===== config.mk =====
export PLATFORM = sky130hd
export DESIGN_NAME = if_id_queue_flat
export DESIGN_NICKNAME = d
export VERILOG_FILES = /design/src/rtl/if_id_queue_if.sv /design/src/rtl/if_id_queue.sv /design/src/flat_wrapper.sv
export SDC_FILE = /design/constraint.sdc
export NUM_CORES = 1
export LEC_CHECK = 0
export CAP_MARGIN = 15
export CORE_MARGIN = 5
export CORE_UTILIZATION = 40
export DETAILED_ROUTE_END_ITERATION = 8
export SLEW_MARGIN = 0
export SYNTH_ARGS = -nofsm -noshare
export SYNTH_HDL_FRONTEND = slang
export SYNTH_SLANG_ARGS = --single-unit

===== constraint.sdc =====
create_clock -name clk -period 8.1 [get_ports clk]
set_input_delay 1.62 -clock clk [delete_from_list [all_inputs] [get_ports clk]]
set_output_delay 1.62 -clock clk [all_outputs]
set_load 0.1 [all_outputs]

===== src/rtl/if_id_queue_if.sv =====
// Fetch-to-decode instruction queue bus.
// Fetch side: if_valid/if_pc/if_inst in, if_ready out.
// Decode side: id_valid/id_pc/id_inst out, id_ready in.
// Control: flush in, count out (occupancy).
interface if_id_queue_if #(
  parameter int unsigned DEPTH = 4,
  parameter int unsigned AW    = 32,
  parameter int unsigned DW    = 32
);
  localparam int unsigned CW = $clog2(DEPTH) + 1;

  logic          if_valid;
  logic [AW-1:0] if_pc;
  logic [DW-1:0] if_inst;
  logic          if_ready;
  logic          id_valid;
  logic [AW-1:0] id_pc;
  logic [DW-1:0] id_inst;
  logic          id_ready;
  logic          flush;
  logic [CW-1:0] count;

  // Master: the fetch/decode/control environment around the queue.
  modport master (
    output if_valid, if_pc, if_inst, id_ready, flush,
    input  if_ready, id_valid, id_pc, id_inst, count
  );

  // Slave: the queue itself.
  modport slave (
    input  if_valid, if_pc, if_inst, id_ready, flush,
    output if_ready, id_valid, id_pc, id_inst, count
  );
endinterface


===== src/rtl/if_id_queue.sv =====
// Instruction queue between fetch and decode: a DEPTH-entry circular FIFO of
// {pc, inst} pairs with valid/ready handshakes on both sides and a flush that
// drops every queued entry. An empty queue presents pc=0 / inst=0 (MIPS nop).
// Ports:
//   clk  - clock, rising edge
//   rst  - synchronous active-high reset
//   q    - if_id_queue_if.slave (fetch push side, decode pop side, flush, count)
module if_id_queue #(
  parameter int unsigned DEPTH = 4,
  parameter int unsigned AW    = 32,
  parameter int unsigned DW    = 32
) (
  input logic         clk,
  input logic         rst,
  if_id_queue_if.slave q
);

  localparam int unsigned PW = $clog2(DEPTH);
  localparam int unsigned CW = PW + 1;

  logic [AW-1:0] mem_pc   [DEPTH];
  logic [DW-1:0] mem_inst [DEPTH];
  logic [PW-1:0] wp;
  logic [PW-1:0] rp;
  logic [CW-1:0] count_q;

  logic ready_c;
  logic valid_c;
  logic push_c;
  logic pop_c;

  // Handshake status from registered occupancy only; ready held low in reset.
  assign ready_c = ~rst & (count_q < CW'(DEPTH));
  assign valid_c = (count_q != '0);
  assign push_c  = q.if_valid & ready_c & ~q.flush;
  assign pop_c   = valid_c & q.id_ready & ~q.flush;

  // Storage, pointers and occupancy; pointers wrap modulo DEPTH by width.
  always_ff @(posedge clk) begin
    if (rst) begin
      wp      <= '0;
      rp      <= '0;
      count_q <= '0;
      for (int unsigned i = 0; i < DEPTH; i++) begin
        mem_pc[i]   <= '0;
        mem_inst[i] <= '0;
      end
    end else if (q.flush) begin
      wp      <= '0;
      rp      <= '0;
      count_q <= '0;
    end else begin
      if (push_c) begin
        mem_pc[wp]   <= q.if_pc;
        mem_inst[wp] <= q.if_inst;
        wp           <= wp + PW'(1);
      end
      if (pop_c) begin
        rp <= rp + PW'(1);
      end
      if (push_c && !pop_c) begin
        count_q <= count_q + CW'(1);
      end else if (pop_c && !push_c) begin
        count_q <= count_q - CW'(1);
      end
    end
  end

  // Head entry, masked to a nop when empty so stale storage never leaks.
  assign q.id_pc    = valid_c ? mem_pc[rp]   : '0;
  assign q.id_inst  = valid_c ? mem_inst[rp] : '0;
  assign q.id_valid = valid_c;
  assign q.if_ready = ready_c;
  assign q.count    = count_q;

endmodule

===== src/flat_wrapper.sv =====
// flat-port wrapper written by rule: the top's interface ports become plain ports
module if_id_queue_flat 
#(
  parameter int unsigned DEPTH = 4,
  parameter int unsigned AW    = 32,
  parameter int unsigned DW    = 32
)
  (clk, rst, q_if_valid, q_if_pc, q_if_inst, q_id_ready, q_flush, q_if_ready, q_id_valid, q_id_pc, q_id_inst, q_count);
  if_id_queue_if #(.DEPTH(DEPTH), .AW(AW), .DW(DW)) q_i ();
  input logic clk;
  input logic rst;
  input wire logic [$bits(q_i.if_valid)-1:0] q_if_valid;
  input wire logic [$bits(q_i.if_pc)-1:0] q_if_pc;
  input wire logic [$bits(q_i.if_inst)-1:0] q_if_inst;
  input wire logic [$bits(q_i.id_ready)-1:0] q_id_ready;
  input wire logic [$bits(q_i.flush)-1:0] q_flush;
  output wire logic [$bits(q_i.if_ready)-1:0] q_if_ready;
  output wire logic [$bits(q_i.id_valid)-1:0] q_id_valid;
  output wire logic [$bits(q_i.id_pc)-1:0] q_id_pc;
  output wire logic [$bits(q_i.id_inst)-1:0] q_id_inst;
  output wire logic [$bits(q_i.count)-1:0] q_count;
  assign q_i.if_valid = q_if_valid;
  assign q_i.if_pc = q_if_pc;
  assign q_i.if_inst = q_if_inst;
  assign q_i.id_ready = q_id_ready;
  assign q_i.flush = q_flush;
  assign q_if_ready = q_i.if_ready;
  assign q_id_valid = q_i.id_valid;
  assign q_id_pc = q_i.id_pc;
  assign q_id_inst = q_i.id_inst;
  assign q_count = q_i.count;
  if_id_queue #(.DEPTH(DEPTH), .AW(AW), .DW(DW)) u_core (.clk(clk), .rst(rst), .q(q_i));
endmodule

== After elaboration in Yosys (flattened, before gate mapping) ==
Memories as Yosys holds them, arrays and structs flattened. A register that Yosys moved wholly into a read port is not among the register bits.
Index checks and enable logic that the tools add are counted.
Widths: inputs -> output; s select.

* Memory bits (writable): 256
* Register bits after elaboration: 7
* Output and inout port bits: 69
* Word-level logic and storage cells: 46
* Memories kept: 2
* Bits of input ports: 69

{| class="wikitable"
|+ Memories
! memory !! words !! bits a word !! rd ports !! clocked after memory_dff !! wr ports !! RTL line !! text
|-
| u_core.mem_inst || 4 || 32 || 1 || 1 || 4 || if_id_queue.sv:22 || <nowiki>logic [DW-1:0] mem_inst [DEPTH];</nowiki>
|-
| u_core.mem_pc || 4 || 32 || 1 || 1 || 4 || if_id_queue.sv:21 || <nowiki>logic [AW-1:0] mem_pc [DEPTH];</nowiki>
|}

* Add/subtract/negate cells: 4
* Reduce and logical (&&, ||, !) cells: 9
* Mux-type cells: 20
* Bitwise logic cells: 7
* Magnitude comparators: 1

{| class="wikitable"
|+ Operators by type and width
! cell !! number
|-
| $mux 32 || 4
|-
| $reduce_or 32->1 || 2
|-
| $mux 2 || 6
|-
| $mux 1 || 8
|-
| $mux 3 || 2
|-
| $and 1x1->1 || 5
|-
| $add 2x1->2 const B || 2
|-
| $add 3x1->3 const B || 1
|-
| $lt 3x3->1 const B || 1
|-
| $reduce_bool 3->1 || 1
|-
| $sub 3x1->3 const B || 1
|-
| $logic_and 1x1->1 || 2
|-
| $logic_not 1->1 || 2
|-
| $not 1->1 || 2
|-
| $reduce_bool 2->1 || 1
|-
| $reduce_or 2->1 || 1
|}

== Longest topological paths before layout ==
* Depth in word-level cells: 10
* Mapped depth: 9
* Gate-level depth less buffers: 8

== Worst setup path after synthesis ==
No wires, ideal clock.

* Path type: flip-flop to output port
* From: register u_core.count_q[2] (netlist: u_core.q.count[2])
* To: output q_id_pc[22]
* Path slack: 3.194 ns
* Stages on the path, launching flop included: 5
* Data required time: 6.480 ns
* Buffers on the path: 2
* Arrival time: 3.286 ns
* Cell sequence: dfxtp_1 clkbuf_1 or3_1 clkbuf_1 and2_1

* Cells in the longest elaborated chain, start to end: 2

{| class="wikitable"
|+ Ends and longest elaborated chain
! item !! RTL line !! text
|-
| from (decl) || if_id_queue.sv:25 || <nowiki>logic [CW-1:0] count_q;</nowiki>
|-
| from (signal assigned) || if_id_queue.sv:62 || <nowiki>count_q <= count_q + CW'(1);</nowiki>
|-
| from (signal assigned) || if_id_queue.sv:64 || <nowiki>count_q <= count_q - CW'(1);</nowiki>
|-
| $reduce_bool 3->1 || if_id_queue.sv:34 || <nowiki>assign valid_c = (count_q != '0);</nowiki>
|-
| named net q_id_valid || flat_wrapper.sv:18 || <nowiki>output wire logic [$bits(q_i.id_valid)-1:0] q_id_valid;</nowiki>
|-
| $mux 32 || if_id_queue.sv:70 || <nowiki>assign q.id_pc = valid_c ? mem_pc[rp] : '0;</nowiki>
|-
| to (decl) || flat_wrapper.sv:19 || <nowiki>output wire logic [$bits(q_i.id_pc)-1:0] q_id_pc;</nowiki>
|}

The timed path passes the listed nets, and every way through them passes these cells.

==> results.sh <==
export IMPL_ant_nets=0
export IMPL_synth_async_sr_flop_share=0
export IMPL_dp_cells=1224
export IMPL_total_leakage_power_nw=5.093
export IMPL_worstSkewPairLatency_ns=0.55
export IMPL_timing_critical_path_to="q_id_pc[14]"
export IMPL_mappedNetlistNets=810
export IMPL_drive_above_1_share=0.1424
export IMPL_holdCritPathClass="reg -> reg"
export IMPL_detail_route_vias_per_cell=4.985
export IMPL_cts_buffers=29
export IMPL_setup_ws_ns=2.642
export IMPL_initial_core_util=0.4021
export IMPL_cp_data_arrival_time_ns=3.84
export IMPL_clkTransAtPathRegs_ns=0.06
export IMPL_timing_critical_path_from_type="register"
export IMPL_mostFrequentLayoutCell="sky130_fd_sc_hd__and2_1"
export IMPL_tritoncts="built"
export IMPL_tns_ns=0
export IMPL_wl_per_cell_um=20.28
export IMPL_finClkSkew_ns=0.01825
export IMPL_worstMarginPinSlew_ns=1.038
export IMPL_first_global_vias=7102
export IMPL_vias=6361
export IMPL_mostFrequentLayoutCells="sky130_fd_sc_hd__and2_1, sky130_fd_sc_hd__edfxtp_1, sky130_fd_sc_hd__clkdlybuf4s50_1"
export IMPL_synth_top_area_share=0.6485
export IMPL_layout_nets=936
export IMPL_overflow=0
export IMPL_yosys_top_cells_area="sky130_fd_sc_hd__edfxtp_1, sky130_fd_sc_hd__and2_1, sky130_fd_sc_hd__mux4_2, sky130_fd_sc_hd__dfxtp_1, sky130_fd_sc_hd__clkbuf_1"
export IMPL_ys_warnings_count=0
export IMPL_ys_ff_latch=265
export IMPL_postSynthCellCount=739
export IMPL_detailedPlace_worstSlack_ns=2.718
export IMPL_die_w_um=182.1
export IMPL_crit_type="reg -> out"
export IMPL_globalplace_congestion=0.6953
export IMPL_syn_cell_area_um2=11850
export IMPL_placement_rows=63
export IMPL_io_buffers=137
export IMPL_number_of_synthesized_flops_with_an_enable_pin=256
export IMPL_holdBufCountCts=0
export IMPL_power_density_nw_per_um2=213.6
export IMPL_synth_main_ff_cell="sky130_fd_sc_hd__edfxtp_1"
export IMPL_sequential_cell_area_um2=7875
export IMPL_final_standard_cell_utilization_of_the_core=0.4896
export IMPL_drt_drc_violations_left=0
export IMPL_reg2reg_slack_ns=4.85
export IMPL_drtPass1Iterations=4
export IMPL_reg2reg_depth=5
export IMPL_hold_startpoint="u_core.rp[0]"
export IMPL_cap_violations=0
export IMPL_synth_lib_cells_used_distinct=30
export IMPL_syn_to_final_growth_pct=21.78
export IMPL_clock_sinks=265
export IMPL_setup_violations_final=0
export IMPL_period_minus_slack_ns=5.458
export IMPL_post_route_period_util=0.6738
export IMPL_fmax_ghz=0.1832
export IMPL_clock_tree_root_cell="sky130_fd_sc_hd__clkbuf_16"
export IMPL_fillerInstances=2553
export IMPL_multi_input_area_um2=3769
export IMPL_critPathCaptureType="output pin"
export IMPL_fin_total_pwr_mw=3.083
export IMPL_drt_initial_drc_count=340
export IMPL_timing_max_slew_rel_slack=0.3079
export IMPL_post_synth_top_area_cell="sky130_fd_sc_hd__edfxtp_1"
export IMPL_synth_sequential_area_ratio=0.6637
export IMPL_post_cts_setup_buffers=0
export IMPL_dpl_instance_area_um2=13570
export IMPL_final_cells=1276
export IMPL_cts_max_level=1
export IMPL_report_final_slew_viol_count=0
export IMPL_clk_path_buf_depth=3
export IMPL_fp_dieArea_um2=33180
export IMPL_critPathRequiredTime_ns=6.48
export IMPL_report_final_hold_viol_count=0
export IMPL_max_vdd_ir_drop_uv=122.3
export IMPL_crit_reg2reg_capture="u_core.mem_inst[1][24]"
export IMPL_rsz0062_at_grt="no"
export IMPL_die_height_um=182.1
export IMPL_place_hpwl_um=12980
export IMPL_floorplan_core_area_um2=29480
export IMPL_drt_wl_total_um=25880
export IMPL_synth_area_per_cell_um2=16.04
export IMPL_global_route_wire_length_before_repair_um=40580
export IMPL_smallest_hold_slack_ns=0.5295
export IMPL_grt_util_all_layers=0.1565
export IMPL_largest_net_degree_at_the_start_of_global_routing=67
export IMPL_status="complete, no violations"
export IMPL_stdcell_area_um2=14440
export IMPL_io_pins=138
export IMPL_post_cts_resized_instances=0
export IMPL_antenna_violations_before_repair=1
export IMPL_crit_reg2reg_launch="u_core.q.count[2]"
export IMPL_crit_fanout=36
==> metal layers <==
layer / track usage / vias to the layer above / share of wire
met1: 0.1956 / 3234 / 0.42
met3: 0.02890 / 40 / 0.050
li1: - / 2938 / -
met5: 0 / - / 0
met2: 0.2815 / 149 / 0.51
met4: 0.04023 / 0 / 0.020
==> cell type report <==
type                    count  area share
flip-flops and latches    265      0.5455
multi-input cells         422      0.2611
repair buffers            146     0.09968
clock buffers              30     0.05053
well taps                 390     0.03380
clock inverters            21    0.008928
inverters                   1   0.0002600
diodes                      1   0.0001734
==> report_power, final <==
part | switching, mW | internal [mW]
Clock | 0.525 | 0.680
Sequential | 0.0182 | 1.57
Combinational | 0.191 | 0.102
Total | 0.735 | 2.35
==> how the worst min path moves through the flow <==
stage	endpoint	slack, ns	depth (start not counted)
floorplan	register	0.48	2
global placement	register	0.51	2
detailed placement	register	0.52	2
CTS	u_core.rp[0]	0.54	2
global route	register	0.57	2
finish	u_core.rp[0]	0.53	2
==> logic make-up after synthesis <==
family                     synth area share
DFF                                  0.6637
adders and majority gates          0.002744
AOI/OAI and AO/OA                  0.003906
and+or+nand+nor                      0.1815
buffers and inverters               0.02195
muxes                                0.1224
xor gates and xnor gates           0.003694
==> sequential cells by signal (all words and copies together) (netlist names), named ones only <==
register / count
u_core.q.count: 3
u_core.mem_pc: 128
u_core.rp: 2
u_core.mem_inst: 128
u_core.wp: 2
==> worst max-delay path, cell delays in order (launching register included) <==
cell and delay [ns]:
sky130_fd_sc_hd__dfxtp_4 0.86, sky130_fd_sc_hd__buf_4 0.65, sky130_fd_sc_hd__mux4_2 0.57, sky130_fd_sc_hd__and2_1 0.20
sky130_fd_sc_hd__clkdlybuf4s50_1 0.98
==> synthesized netlist by cell type (all sizes together) (2+ instances only) <==
library cell	instances
xor2	4
edfxtp	256
or2	5
clkbuf	37
a21oi	2
o21ai	2
nor2	8
dfxtp	9
buf	14
and2	320
mux4	64
or3	3
(Power assumes the default switching activity.)
